===== config.mk =====
export PLATFORM = sky130hd
export DESIGN_NAME = ref_read_arbiter
export DESIGN_NICKNAME = d
export VERILOG_FILES = /design/src/rtl/ref_read_arbiter.sv
export SDC_FILE = /design/constraint.sdc
export NUM_CORES = 1
export LEC_CHECK = 0
export ABC_AREA = 0
export CORE_AREA = 2 2 307 309
export CTS_CLUSTER_DIAMETER = 40
export DETAILED_ROUTE_END_ITERATION = 12
export DIE_AREA = 0 0 309 311
export HOLD_SLACK_MARGIN = 0.05
export PLACE_DENSITY = 0.34
export SLEW_MARGIN = 20
export SYNTH_ARGS = -nofsm -noshare
export SYNTH_HDL_FRONTEND = slang
export SYNTH_SLANG_ARGS = --single-unit

===== constraint.sdc =====
create_clock -name clk -period 4.41 [get_ports clk]
set_input_delay 0.441 -clock clk [delete_from_list [all_inputs] [get_ports clk]]
set_output_delay 0.441 -clock clk [all_outputs]
set_load 0.05 [all_outputs]

===== src/rtl/ref_read_arbiter.sv =====
// Round-robin arbiter that lets NUM_ENGINES requesters share one DRAM reference reader.
// A grant issues one read command and then routes the returned blocks to the owning engine.
module ref_read_arbiter #(
    parameter int NUM_ENGINES = 4,
    parameter int REF_LENGTH  = 128
) (
    input  logic                      clk,
    input  logic                      rst,
    input  logic [25*NUM_ENGINES-1:0] eng_ref_addr_in,
    input  logic [25*NUM_ENGINES-1:0] eng_ref_length_in,
    input  logic [NUM_ENGINES-1:0]    eng_ref_info_valid_in,
    output logic [NUM_ENGINES-1:0]    eng_ref_info_ack_out,
    output logic [2*REF_LENGTH-1:0]   eng_ref_seq_block_out,
    output logic [NUM_ENGINES-1:0]    eng_ref_seq_block_valid_out,
    input  logic [NUM_ENGINES-1:0]    eng_ref_seq_block_rdy_in,
    output logic [24:0]               rd_addr_out,
    output logic [24:0]               rd_length_out,
    output logic                      rd_info_valid_out,
    input  logic                      rd_info_rdy_in,
    input  logic [2*REF_LENGTH-1:0]   rd_block_in,
    input  logic                      rd_block_valid_in,
    output logic                      rd_block_rdy_out,
    output logic [NUM_ENGINES-1:0]    grant_out,
    output logic                      busy_out
);
    localparam int IW = (NUM_ENGINES > 1) ? $clog2(NUM_ENGINES) : 1;

    typedef enum logic [1:0] {IDLE, ISSUE, STREAM} state_t;

    state_t                 state_q, state_d;
    logic [IW-1:0]          ptr_q, ptr_d;
    logic [IW-1:0]          sel_q, sel_d;
    logic [24:0]            addr_q, addr_d;
    logic [24:0]            len_q, len_d;
    logic [24:0]            cnt_q, cnt_d;
    logic [NUM_ENGINES-1:0] ack_q, ack_d;

    logic [24:0]            eng_addr [NUM_ENGINES];
    logic [24:0]            eng_len  [NUM_ENGINES];
    logic                   found;
    logic [IW-1:0]          pick;
    logic                   xfer;

    generate
        for (genvar gi = 0; gi < NUM_ENGINES; gi++) begin : g_unpack
            assign eng_addr[gi] = eng_ref_addr_in[25*gi +: 25];
            assign eng_len[gi]  = eng_ref_length_in[25*gi +: 25];
            assign eng_ref_seq_block_valid_out[gi] =
                (state_q == STREAM) && (sel_q == IW'(gi)) && rd_block_valid_in;
            assign grant_out[gi] = (state_q != IDLE) && (sel_q == IW'(gi));
        end
    endgenerate

    // First requester at or after ptr_q, ascending with wrap-around.
    always_comb begin
        logic [IW:0] s;
        found = 1'b0;
        pick  = '0;
        s     = '0;
        for (int k = 0; k < NUM_ENGINES; k++) begin
            s = {1'b0, ptr_q} + (IW+1)'(k);
            if (s >= (IW+1)'(NUM_ENGINES)) begin
                s = s - (IW+1)'(NUM_ENGINES);
            end
            if (!found && eng_ref_info_valid_in[s[IW-1:0]]) begin
                found = 1'b1;
                pick  = s[IW-1:0];
            end
        end
    end

    assign xfer = (state_q == STREAM) && rd_block_valid_in && eng_ref_seq_block_rdy_in[sel_q];

    always_comb begin
        state_d = state_q;
        ptr_d   = ptr_q;
        sel_d   = sel_q;
        addr_d  = addr_q;
        len_d   = len_q;
        cnt_d   = cnt_q;
        ack_d   = '0;
        case (state_q)
            IDLE: begin
                // The acked engine still shows valid during its ack cycle; skip that cycle.
                if (found && (ack_q == '0)) begin
                    sel_d       = pick;
                    addr_d      = eng_addr[pick];
                    len_d       = eng_len[pick];
                    ptr_d       = (pick == IW'(NUM_ENGINES-1)) ? '0 : pick + 1'b1;
                    ack_d[pick] = 1'b1;
                    if (eng_len[pick] != 25'd0) begin
                        state_d = ISSUE;
                    end
                end
            end
            ISSUE: begin
                if (rd_info_rdy_in) begin
                    cnt_d   = len_q;
                    state_d = STREAM;
                end
            end
            STREAM: begin
                if (xfer) begin
                    cnt_d = cnt_q - 25'd1;
                    if (cnt_q == 25'd1) begin
                        state_d = IDLE;
                    end
                end
            end
            default: state_d = IDLE;
        endcase
    end

    always_ff @(posedge clk) begin
        if (rst) begin
            state_q <= IDLE;
            ptr_q   <= '0;
            sel_q   <= '0;
            addr_q  <= '0;
            len_q   <= '0;
            cnt_q   <= '0;
            ack_q   <= '0;
        end else begin
            state_q <= state_d;
            ptr_q   <= ptr_d;
            sel_q   <= sel_d;
            addr_q  <= addr_d;
            len_q   <= len_d;
            cnt_q   <= cnt_d;
            ack_q   <= ack_d;
        end
    end

    assign eng_ref_info_ack_out  = ack_q;
    assign eng_ref_seq_block_out = rd_block_in;
    assign rd_addr_out           = addr_q;
    assign rd_length_out         = len_q;
    assign rd_info_valid_out     = (state_q == ISSUE);
    assign rd_block_rdy_out      = (state_q == STREAM) && eng_ref_seq_block_rdy_in[sel_q];
    assign busy_out              = (state_q != IDLE);

endmodule


==> impl_results.md <==
* ANT nets after route at 0
* Chip width at 309 microns
* WS Path Type: in2reg
* Nets at 1570
* Clk sinks at 85
* Root Driver: clkbuf_16
* Clock power frac at 11.7%
* PD cells at 665 mW/mm^2
* CP delay by family, top: compound AO/OA/AOI/OAI gates
* Resized cells post-CTS at 0
* Worst EP arrival at 4.05 ns
* Max-Slew Margin vs Limit at 32.8%
* Total Power at a little under 7 mW
* Slowest-stage cell, CP: a22oi_1
* CP endpoint kind: flop
* Starting density of the core at 8.17%
* Sw frac at 56.1%
* Layout area overhead at 35.8%
* Fin cells at 2354
* Mean Syn Cell Area at 6.87 sq um
* Crit path launch type: input pin
* Pins Over Slew Limit at 0
* CTS tree: built
* Die Span Y at 311 microns
* Crit-path cells: clkdlybuf4s50_1, nor2b_1, a211o_1, nand2_2, inv_2, buf_12, a21oi_1, a22oi_1, nor4_1, a31oi_1
* Setup violators final at 0
* Most frequent cells after synthesis: 256 x buf_4, 191 x nand2_1, 106 x nand3_1
* Core area at 0.0928 sq mm
* Global-route wire length before repair at a little over 60 mm
* Clock Pin Slew Worst Setup and Hold Paths at 0.07 ns
* Post CTS Setup Buffer Count at 0
* WL/cell at 19.5 microns
* P_int at 3.00 mW
* Fmax at 268 MHz
* Yosys Warn Count at 0
* RSZ-0062 raised after global routing: no
* Vias/cell at 3.30
* Max Cap Viol at 0
* Yosys top cell by area: buf_4
* CTS Buffer Depth at 2
* Routability cong. at 0.787
* First DRT Iteration DRCs at 413
* Final worst path period need at 3.73 ns
* CP bufs+invs at 3
* CTS HTree Levels at 3
* Post-synth ARST share at 0%
* Share of total power in sequential cells at a little over a fifth
* Vias in the first global route at about 7700
* Slew at the pin closest to its max-slew limit at 1.01 ns
* Post-synth top flop: dfxtp_1
* Worst-Skew Late Latency at 0.40 ns
* HPWL Detailed at around 38 mm
* Initial antenna violation count at 8
* Worst vdd ir at ~0.22 mV
* Synth top area cells: buf_4 25%, dfxtp_1 22%, nand2_1 9.5%, nand3_1 7.0%, a21oi_1 4.9%
* Routed wire length at 46.0 mm
* Pleak at 3.38 nW
* Number of diodes at 0
* Buffers on Ports at 276
* # IOs at 789
* CP max FO at 42
* Fillcell total at ~11000
* Post-route design area at 0.0103 sq mm
* Layout cell share with drive strength beyond 1 at under 10%
* Tcrit/Tclk final at 84.6%
* EDFF count, synth at 0
* Vias at 7767
* Post-synth cell types at slightly above 50
* First-pass DRT Iterations at 5
* Hold Violations, Final at 0
* Cell row count at roughly 110
* Skew final at 0.0129 ns
* Status: complete, no violations
* DP Area at 0.0100 sq mm
* Placed Instances at 2339
* Syn Nets at 1577
* Count leader, synth: buf_4
* Largest stage delay, worst path at between 0.7 and 0.8 ns
* Mapped Area at around 0.0076 sq mm
* Worst hold path type: reg2reg
* Pin count of the biggest net entering global routing at 67
* Die Area at 0.0961 sq mm
* Psw at 3.84 mW
* Logic pwr share at 66.9%
* Number of remaining DRC errors at 0
* Setup TNS at 0 ns
* Critical Path RT at 4.73 ns
* Global Route Usage Sum at 9.38%
* Share of the synthesized area in the top cell type at 25.4%
* Hold buffer count at CTS at 0
* Cells after synthesis at around 1100
* Cts bufs inserted at 9
* Fin worst setup slack at 0.680 ns
* Sequential area share after synthesis at 22.4%
* DP Worst Slack at 0.265 ns
* GR Overflow Total at 0
* Flops & latches, synth at 85
-- metrics by stage --
step / util (%) / hold slack (ns)
floorplan: - / 0.453
global placement: 10.8 / 0.446
detailed placement: 10.8 / 0.450
CTS: 11.1 / 0.460
global route: 11.1 / 0.476
finish: 11.1 / 0.457
-- cell type report --
class                   count  area, sq um  area share (%)
multi-input cells         678         3640            35.3
repair buffers            314         3080            29.9
flip-flops and latches     85         1700            16.5
well taps                1254         1570            15.2
clock buffers               9          225            2.19
clock inverters             6         47.5           0.462
inverters                   8         31.3           0.304
-- routing by layer --
| layer | vias up | routed length [microns] | GRT usage [%] |
|---|---|---|---|
| met5 | - | 60 | 0 |
| met4 | 10 | 3450 | 6.65 |
| met3 | 177 | 4480 | 3.77 |
| met2 | 491 | 20300 | 14.6 |
| met1 | 3543 | 17700 | 10.4 |
| li1 | 3546 | - | - |
-- final timing paths --
path	cells past startpoint	start	slack, ns	endpoint
worst max-delay path	10	eng_ref_info_valid_in[2]	0.68	state_q[0]
worst min-delay path	2	rd_addr_out[2]	0.46	rd_addr_out[2]
worst max register to register	9	ptr_q[0]	0.86	state_q[0]
worst min register to register	2	rd_addr_out[2]	0.46	rd_addr_out[2]
-- tightest hold or removal path, cell delays in order (launching register included) --
cell and delay (ns):
dfxtp_1 0.31, nand2_1 0.05, a21oi_1 0.05
-- kinds of logic after synthesis --
family / Yosys count / synth area share (%)
AO/OA/AOI/OAI: 202 / 16.8
multiplexers: 11 / 1.62
flip-flops: 85 / 22.4
buffers and inverters: 340 / 30.1
AND/OR/NAND/NOR: 459 / 28.1
adder cells (fa/ha/maj): 6 / 0.990
-- registers in the layout, summed over array words and instances, names as in the netlist --
name / flops
cnt_q: 25
rd_addr_out: 25
state_q: 2
sel_q: 2
rd_length_out: 25
eng_ref_info_ack_out: 4
ptr_q: 2
-- cell usage in the layout, fill, tap and decap left out, types with 6 or more instances in the layout --
cell type,netlist,final
a22oi_1,10,10
nor3_1,17,17
and3_1,21,21
nor2_1,58,57
nor3b_1,14,14
ha_1,6,6
o21ai_0,38,38
a211oi_1,24,24
inv_1,6,6
nor2b_1,8,7
mux2i_1,10,10
nand3_1,106,106
nor4_1,22,21
nand2_1,191,190
dfxtp_1,85,85
a21oi_1,74,74
nand2b_1,6,6
clkdlybuf4s50_1,0,275
a221oi_1,13,13
a32oi_1,10,10
buf_4,256,36
clkbuf_16,0,9
o22ai_1,8,8
-- power groups by stage --
stage	clock, mW	combinational (mW)	sequential [mW]
6_report	0.804	4.58	1.46
5_1_grt	0.882	5.02	1.52
4_1_cts	0.854	4.72	1.49
3_5_place_dp	0	4.70	1.50
3_3_place_gp	0	4.70	1.51
2_1_floorplan	0	2.65	2.07
Note: power is estimated with default switching activity, not from simulation.
